## src/rtl/id_regfile_pkg.sv

```systemverilog
// Shared constants for the decode stage: MIPS opcode/funct values, register indices
// and the immediate-extension kinds.
package id_regfile_pkg;

    localparam int unsigned XLen     = 32;
    localparam int unsigned NumRegs  = 32;
    localparam int unsigned RegAddrW = 5;

    localparam logic [RegAddrW-1:0] RegZero = 5'd0;
    localparam logic [RegAddrW-1:0] RegGp   = 5'd28;
    localparam logic [RegAddrW-1:0] RegSp   = 5'd29;
    localparam logic [RegAddrW-1:0] RegRa   = 5'd31;

    typedef enum logic [5:0] {
        OpRForm = 6'd0,
        OpJ     = 6'd2,
        OpJal   = 6'd3,
        OpBeq   = 6'd4,
        OpBne   = 6'd5,
        OpAddi  = 6'd8,
        OpAddiu = 6'd9,
        OpSlti  = 6'd10,
        OpSltiu = 6'd11,
        OpAndi  = 6'd12,
        OpOri   = 6'd13,
        OpXori  = 6'd14,
        OpLui   = 6'd15,
        OpLw    = 6'd35,
        OpSw    = 6'd43
    } opcode_e;

    localparam logic [5:0] FnJr   = 6'd8;
    localparam logic [5:0] FnJalr = 6'd9;
    localparam logic [5:0] FnMult = 6'd24;
    localparam logic [5:0] FnDiv  = 6'd26;

    typedef enum logic [1:0] {
        ExtSign,
        ExtZero,
        ExtUpper
    } ext_e;

    function automatic logic [XLen-1:0] extend_imm(ext_e kind, logic [15:0] imm);
        logic [XLen-1:0] res;
        unique case (kind)
            ExtZero:  res = {16'h0000, imm};
            ExtUpper: res = {imm, 16'h0000};
            default:  res = {{16{imm[15]}}, imm};
        endcase
        return res;
    endfunction

endpackage

```

## src/rtl/id_regfile_if.sv

```systemverilog
// Fetch/write-back side of the decode stage and the operands it hands to execute.
interface id_regfile_if;
    import id_regfile_pkg::*;

    logic [XLen-1:0]     Ins;
    logic [XLen-1:0]     Wdata;
    logic [XLen-1:0]     Rdata1;
    logic [XLen-1:0]     Rdata2;
    logic [XLen-1:0]     Ed32;
    logic [RegAddrW-1:0] Wadr;
    logic                We;

    modport master (
        output Ins, Wdata,
        input  Rdata1, Rdata2, Ed32, Wadr, We
    );

    modport slave (
        input  Ins, Wdata,
        output Rdata1, Rdata2, Ed32, Wadr, We
    );

endinterface

```

## src/rtl/regfile32.sv

```systemverilog
// 32x32 register file: two combinational read ports, one write port committed on the
// rising clock edge, asynchronous active-low reset with preset $gp/$sp.
module regfile32
    import id_regfile_pkg::*;
#(
    parameter logic [XLen-1:0] SP_INIT = 32'h0000_FFFC,
    parameter logic [XLen-1:0] GP_INIT = 32'h0000_8000
) (
    input  logic                clk_i,
    input  logic                rst_ni,
    input  logic [RegAddrW-1:0] raddr1_i,
    input  logic [RegAddrW-1:0] raddr2_i,
    output logic [XLen-1:0]     rdata1_o,
    output logic [XLen-1:0]     rdata2_o,
    input  logic                we_i,
    input  logic [RegAddrW-1:0] waddr_i,
    input  logic [XLen-1:0]     wdata_i
);

    logic [XLen-1:0] regs_q [NumRegs];

    always_ff @(posedge clk_i or negedge rst_ni) begin
        if (!rst_ni) begin
            for (int unsigned i = 0; i < NumRegs; i++) begin
                regs_q[i] <= '0;
            end
            regs_q[RegGp] <= GP_INIT;
            regs_q[RegSp] <= SP_INIT;
        end else if (we_i && (waddr_i != RegZero)) begin
            regs_q[waddr_i] <= wdata_i;
        end
    end

    // No write-to-read bypass: a same-cycle read sees the old value.
    assign rdata1_o = (raddr1_i == RegZero) ? '0 : regs_q[raddr1_i];
    assign rdata2_o = (raddr2_i == RegZero) ? '0 : regs_q[raddr2_i];

endmodule

```

## src/rtl/id_regfile.sv

```systemverilog
// Instruction-decode stage: register file reads, destination/write-enable decode and
// immediate extension, all combinational from Ins and register state.
module id_regfile
    import id_regfile_pkg::*;
#(
    parameter logic [XLen-1:0] SP_INIT = 32'h0000_FFFC,
    parameter logic [XLen-1:0] GP_INIT = 32'h0000_8000
) (
    input  logic         CLK,
    input  logic         RST,
    id_regfile_if.slave  bus
);

    opcode_e             op;
    logic [5:0]          funct;
    logic [RegAddrW-1:0] rs;
    logic [RegAddrW-1:0] rt;
    logic [RegAddrW-1:0] rd;
    logic [RegAddrW-1:0] dst;
    ext_e                ext;

    assign op    = opcode_e'(bus.Ins[31:26]);
    assign funct = bus.Ins[5:0];
    assign rs    = bus.Ins[25:21];
    assign rt    = bus.Ins[20:16];
    assign rd    = bus.Ins[15:11];

    always_comb begin
        dst = RegZero;
        ext = ExtSign;
        case (op)
            OpRForm: begin
                case (funct)
                    // HI/LO live elsewhere, so MULT/DIV write nothing here.
                    FnJr, FnMult, FnDiv: dst = RegZero;
                    FnJalr:              dst = rd;
                    default:             dst = rd;
                endcase
            end
            OpAddi, OpAddiu, OpSlti, OpSltiu, OpAndi, OpOri, OpXori, OpLui, OpLw: dst = rt;
            OpJal:   dst = RegRa;
            default: dst = RegZero;
        endcase
        case (op)
            OpAndi, OpOri, OpXori: ext = ExtZero;
            OpLui:                 ext = ExtUpper;
            default:               ext = ExtSign;
        endcase
    end

    assign bus.Wadr = dst;
    assign bus.We   = (dst != RegZero);
    assign bus.Ed32 = extend_imm(ext, bus.Ins[15:0]);

    regfile32 #(
        .SP_INIT (SP_INIT),
        .GP_INIT (GP_INIT)
    ) u_regfile (
        .clk_i    (CLK),
        .rst_ni   (RST),
        .raddr1_i (rs),
        .raddr2_i (rt),
        .rdata1_o (bus.Rdata1),
        .rdata2_o (bus.Rdata2),
        .we_i     (bus.We),
        .waddr_i  (dst),
        .wdata_i  (bus.Wdata)
    );

endmodule

```

## src/flat_wrapper.sv

```systemverilog
// flat-port wrapper written by rule: the top's interface ports become plain ports
module id_regfile_flat import id_regfile_pkg::*;
#(
    parameter logic [XLen-1:0] SP_INIT = 32'h0000_FFFC,
    parameter logic [XLen-1:0] GP_INIT = 32'h0000_8000
)
  (CLK, RST, bus_Ins, bus_Wdata, bus_Rdata1, bus_Rdata2, bus_Ed32, bus_Wadr, bus_We);
  id_regfile_if bus_i ();
  input  logic CLK;
  input  logic RST;
  input wire logic [$bits(bus_i.Ins)-1:0] bus_Ins;
  input wire logic [$bits(bus_i.Wdata)-1:0] bus_Wdata;
  output wire logic [$bits(bus_i.Rdata1)-1:0] bus_Rdata1;
  output wire logic [$bits(bus_i.Rdata2)-1:0] bus_Rdata2;
  output wire logic [$bits(bus_i.Ed32)-1:0] bus_Ed32;
  output wire logic [$bits(bus_i.Wadr)-1:0] bus_Wadr;
  output wire logic [$bits(bus_i.We)-1:0] bus_We;
  assign bus_i.Ins = bus_Ins;
  assign bus_i.Wdata = bus_Wdata;
  assign bus_Rdata1 = bus_i.Rdata1;
  assign bus_Rdata2 = bus_i.Rdata2;
  assign bus_Ed32 = bus_i.Ed32;
  assign bus_Wadr = bus_i.Wadr;
  assign bus_We = bus_i.We;
  id_regfile #(.SP_INIT(SP_INIT), .GP_INIT(GP_INIT)) u_core (.CLK(CLK), .RST(RST), .bus(bus_i));
endmodule
```

## config.mk

```make
export PLATFORM = sky130hd
export DESIGN_NAME = id_regfile_flat
export DESIGN_NICKNAME = d
export VERILOG_FILES = /design/src/rtl/id_regfile_pkg.sv /design/src/rtl/id_regfile_if.sv /design/src/rtl/regfile32.sv /design/src/rtl/id_regfile.sv /design/src/flat_wrapper.sv
export SDC_FILE = /design/constraint.sdc
export NUM_CORES = 2
export LEC_CHECK = 0
export BUFFER_PORTS_ARGS = -buffer_cell sky130_fd_sc_hd__buf_2
export CORE_ASPECT_RATIO = 0.8
export CORE_MARGIN = 2
export CORE_UTILIZATION = 40
export DETAILED_ROUTE_END_ITERATION = 8
export PLACE_DENSITY = 0.64
export SETUP_SLACK_MARGIN = 0.15
export SLEW_MARGIN = 5
export SYNTH_ARGS = -nofsm -noshare
export SYNTH_HDL_FRONTEND = slang
export SYNTH_HIERARCHICAL = 1
export SYNTH_SLANG_ARGS = --single-unit
```

## constraint.sdc

```tcl
create_clock -name CLK -period 2.5 [get_ports CLK]
set_input_delay 0.25 -clock CLK [delete_from_list [all_inputs] [get_ports CLK]]
set_output_delay 0.25 -clock CLK [all_outputs]
set_load 0.01 [all_outputs]
```

Yosys cells after proc, flatten, opt, wreduce, memory -nomap -nowiden:

Cells that the tools add are included.

* word-level logic and storage cells: 77
* output and inout bits: 102
* input port bits: 66
* register bits: 1024

* eq/ne operators: 15
* bitwise operators: 3
* magnitude comparators: 4
* reduce and logical (&&, ||, !) cells: 8
* mux-type cells: 15

Operators by type and width (count)
* $bwmux 1024: 1
* $bmux 32 s5: 2
* $mux 32: 7
* $demux 32 s5: 1
* $pmux 32 s2: 1
* $eq 6x4->1 const B: 9
* $ge 6x6->1 const B: 3
* $not 5->6: 3
* $pmux 5 s3: 1
* $eq 6x5->1 const B: 2
* $logic_not 5->1: 2
* $reduce_or 9->1: 1
* $eq 6x2->1 const B: 1
* $eq 6x6->1 const B: 1
* $logic_not 6->1: 1
* $lt 6x1->1 const B: 1
* $reduce_or 3->1: 2
* $mux 5: 1
* $reduce_bool 5->1: 1
* $pmux 2 s2: 1
* $eq 2x1->1 const B: 1
* $eq 2x2->1 const B: 1
* $logic_and 1x1->1: 1

Depth between registers and ports, before layout:

* word-level depth: 10
* mapped depth: 11
* depth with buffers taken out: 9

Cells and area by module:

The synthesis kept the hierarchy.

Modules (own cells, without submodules)
* regfile32: instances 1, cells an instance 3621, seq. area each 25643.3 um^2, area an instance 54388.4 um^2
* id_regfile: instances 1, cells an instance 63, seq. area each 0.0 um^2, area an instance 486.7 um^2

Least setup slack after synthesis:

No wires, ideal clock.

* path kind: input port to flip-flop
* start point: input port bus_Ins[30]
* end point: register u_core/u_regfile/regs_q[769] (netlist bit)
* stages on the path: 11
* required time: 2.375 ns
* data arrival time: 3.000 ns
* setup slack: -0.625 ns
* buffers on the path: 2
* cells stage by stage: or4_4 -> a2111oi_4 -> a221o_1 -> nor3_1 -> or3b_1 -> nand2b_1 -> nor3b_1 -> and3_1 -> clkbuf_2 -> buf_4 -> mux2_2

* elaborated cells between the ends (all ways): 21
* those cells by class: order compare (2); eq/ne (10); mux (4); bitwise (1); reduce/logical (4)

RTL lines
* start: declaration: line flat_wrapper.sv:11 `input wire logic [$bits(bus_i.Ins)-1:0] bus_Ins;`
* $eq 6x4->1 or $eq 6x6->1 (tied branches): line id_regfile.sv:31 `case (op)`
* $reduce_or 9->1: line id_regfile.sv:31
* $pmux 5 s3 *: line id_regfile.sv:31
* net bus_Wadr[2]: line flat_wrapper.sv:16 `output wire logic [$bits(bus_i.Wadr)-1:0] bus_Wadr;`
* $reduce_bool 5->1 *: line id_regfile.sv:52 `assign bus.We = (dst != RegZero);`
* net bus_We: line flat_wrapper.sv:17 `output wire logic [$bits(bus_i.We)-1:0] bus_We;`
* end signal: indexed assignment: line regfile32.sv:30 `regs_q[waddr_i] <= wdata_i;`
* end: declaration: line regfile32.sv:20 `logic [XLen-1:0] regs_q [NumRegs];`

The timed path passes the listed nets; every way through them passes the cells marked *.
A chain may end at the register's enable or synchronous reset.

Worst setup path in the final report:

* start point: register u_core/u_regfile/regs_q[811] (netlist bit)
* end point: output port bus_Rdata2[11]

* word-level cells in the longest chain between the ends: 4

Ends and longest elaborated chain
* $bmux 32 s5: line regfile32.sv:36 `assign rdata2_o = (raddr2_i == RegZero) ? '0 : regs_q[raddr2_i];`
* $mux 32 (implied by the code) (2 in series): line regfile32.sv:36
* $mux 32: line regfile32.sv:36
* end: declaration: line flat_wrapper.sv:14 `output wire logic [$bits(bus_i.Rdata2)-1:0] bus_Rdata2;`

Every way passes these cells. The select of a mux whose other input is x is not followed.

==> flow_metrics.env <==
export IMPL_yosys_area_top_type="dfrtp_1"
export IMPL_p_int_w=0.0334
export IMPL_finalCritPeriodShare_pct=111
export IMPL_yosysUniqueCellTypes=50
export IMPL_drv_cap=0
export IMPL_start_kind="flop"
export IMPL_grt_max_degree=113
export IMPL_finalMaxSlewViolations=0
export IMPL_rsz0062_at_grt="true"
export IMPL_postRouteAntennaNets=0
export IMPL_slew_headroom_pct=45.9
export IMPL_start_util_pct=40.3
export IMPL_crit_path_end_kind="primary output"
export IMPL_swShare_pct=26.3
export IMPL_io_buffers=167
export IMPL_avgRoutedWirePerCell_um=34.4
export IMPL_finClkSkew_ps=0
export IMPL_clock_path_buffers=3
export IMPL_ys_top_cells_by_area="dfrtp_1 46%, mux2_2 21%, mux4_2 18%"
export IMPL_antenna_found_initial=10
export IMPL_seq_area_frac_synth_pct=46.7
export IMPL_critPathTopFamily="multiplexers"
export IMPL_combPwrFrac_pct=17.5
export IMPL_cp_slowest_cell="mux4_2"
export IMPL_root_buffer="clkbuf_16"
export IMPL_worstSkewPairLatency_ps=710
export IMPL_synthArstFlopShare_pct=100
export IMPL_ys_warnings_count=6
export IMPL_n_fill_cell=10888
export IMPL_core_area_mm2=0.136
export IMPL_rows=121
export IMPL_first_global_vias=38917
export IMPL_max_stage_delay_ps=470
export IMPL_hp_class="in2async"
export IMPL_pwr_share_seq_pct=42.8
export IMPL_arrival_ps=2520
export IMPL_setup_viol=535
export IMPL_power_density_mw_per_mm2=639
export IMPL_grt_use_total_pct=27.9
export IMPL_worst_path_max_fanout=3
export IMPL_pin_count=168
export IMPL_drt_drc_violations_left=0
export IMPL_design_die_area_mm2=0.140
export IMPL_yosys_most_used_dff="dfrtp_1"
export IMPL_finalHoldWorstSlack_ps=84.2
export IMPL_ir_drop_v=0.000547
export IMPL_syn_nets=3752
export IMPL_cts_buffers=112
export IMPL_grt_pass1_wl_mm=285
export IMPL_layout_drive_gt1_share_pct=64.2
export IMPL_synth_top_area_share_pct=46.0
export IMPL_switchingPower_w=0.0119
export IMPL_final_nets=4186
export IMPL_first_pass_iters=5
export IMPL_drt_iter0_drc=4354
export IMPL_clkPwrFrac_pct=39.7
export IMPL_top_regs="u_core/u_regfile/regs_q x1024"
export IMPL_die_height_um=335
export IMPL_synthCells=3684
export IMPL_cp_required_ps=2250
export IMPL_finalWeightedCongestion=0.873
export IMPL_die_w_um=418
export IMPL_largest_reg_flops=1024
export IMPL_critPathBufInv=2
export IMPL_synthToLayoutAreaGrowth_pct=29.4
export IMPL_outcome="finished, violations left"
export IMPL_vias=38692
export IMPL_post_route_util_pct=52.2
export IMPL_cts_sinks=1024
export IMPL_tightest_slew_ps=811
export IMPL_p_leak_nw=32.3
export IMPL_syn_area_mm2=0.0549
export IMPL_clk_pin_slew_ps=60
export IMPL_avgViaCountPerCell=6.45
export IMPL_path_cells="mux4_2, mux2_2, o21ai_0, a311oi_2, buf_4, buf_6"
export IMPL_fmax_ghz=0.361
export IMPL_cts_htree_levels=3
export IMPL_routed_wl_mm=206
export IMPL_fin_ws_ps=-271
export IMPL_syn_area_per_cell_um2=14.9
export IMPL_largest_register="u_core/u_regfile/regs_q"
export IMPL_setup_tns_ps=-30010
export IMPL_synthTopCellsByCount="1,046 x mux2_2, 1,009 x dfrtp_1, 448 x mux4_2"
export IMPL_period_needed_ps=2770
export IMPL_worstSetupPathType="reg2out"
export IMPL_hold_viol=0
export IMPL_yosysMostFrequentCell="mux2_2"
export IMPL_ys_ff_latch=1024
export IMPL_cts_tree="done"
export IMPL_violations="setup timing"
export IMPL_dpl_hpwl_mm=122
export IMPL_grt_ovfl_total=0
export IMPL_synth_edff_count=0
-- what timing repair did --
action / CTS / global route
gates resized for setup: 527 / 282
hold endpoints to repair: 169 / 0
buffers inserted: 46 / 38
setup endpoints to repair: 824 / 1089
cloned: 25 / 27
pin swaps: 87 / 47
hold buffers: 1 / 0
-- cells by family after synthesis --
group	after synthesis	synth area share, %
buf+inv	440	3.64
flops	1024	46.7
fa+ha+maj	2	0.0456
compound gates	390	5.19
simple gates	196	2.00
mux	1632	42.4
-- cells in the final DEF (no fill, tap or decap), types with 10 or more instances in the layout --
cell,instances
a311oi_1,27
nand2_1,38
mux2_2,716
o21ai_0,36
mux4_2,448
o21ai_4,15
mux2_4,337
a211oi_1,15
o21ai_1,24
clkbuf_8,21
bufinv_16,18
nor2b_1,71
o2111ai_1,16
buf_6,71
nand2_8,10
clkinv_2,24
o21ai_2,35
buf_12,174
dfstp_2,15
clkbuf_1,22
clkbuf_16,139
buf_16,36
nor2_4,15
mux2i_1,127
a22oi_1,58
a211oi_2,44
buf_4,327
a221oi_2,16
buf_2,116
a311oi_2,30
a21o_1,14
dfrtp_1,1008
a221oi_1,30
nor2b_4,15
-- final timing paths --
check,cells past startpoint,end,from,slack (ps)
max,6,bus_Rdata2[11],u_core/u_regfile/regs_q[811],-270
min,2,u_core/u_regfile/regs_q[645],RST,80
max reg2reg,3,u_core/u_regfile/regs_q[523],u_core/u_regfile/regs_q[523],1490
min reg2reg,0,u_core/u_regfile/regs_q[1022],u_core/u_regfile/regs_q[1022],400
max in group asynchronous,3,u_core/u_regfile/regs_q[47],RST,1400
min in group CLK,2,u_core/u_regfile/regs_q[66],bus_Wdata[2],170
-- metrics by stage --
stage / std cells / total power, W / area [um2] / setup slack [ps]
3_5_place_dp: 5650 / 0.0265 / 61600 / -1150
4_1_cts: 5928 / 0.0452 / 68800 / -282
3_3_place_gp: 5650 / 0.0263 / 61600 / -1130
5_1_grt: 5997 / 0.0468 / 71000 / -316
2_1_floorplan: 3684 / 0.0237 / 55100 / -454
6_report: 5999 / 0.0454 / 71000 / -271
-- area by class of cell --
cell class	instances	area, um2	area share [%]
multi-input combinational	2220	30100	42.4
sequential	1024	25600	36.1
timing repair buffer	756	9020	12.7
clock buffer	158	3250	4.58
tap	1783	2230	3.14
clock inverter	48	711	1.00
inverter	4	20.0	0.0282
antenna	6	15.0	0.0211
-- power by group through the flow --
stage          Combinational [W]  Sequential [W]  Clock (W)
2_1_floorplan            0.00450          0.0191          0
3_3_place_gp             0.00682          0.0195          0
3_5_place_dp             0.00693          0.0196          0
4_1_cts                  0.00766          0.0193     0.0182
5_1_grt                  0.00833          0.0196     0.0189
6_report                 0.00794          0.0194     0.0180
-- routing by layer --
layer	vias up	track usage [%]	share of wire (%)
li1	15191	-	-
met1	20888	39.1	40
met2	2090	41.7	44
met3	517	6.64	10
met4	6	11.0	5.4
met5	-	0	0.019
No activity file was read; power rests on OpenSTA's default activity.
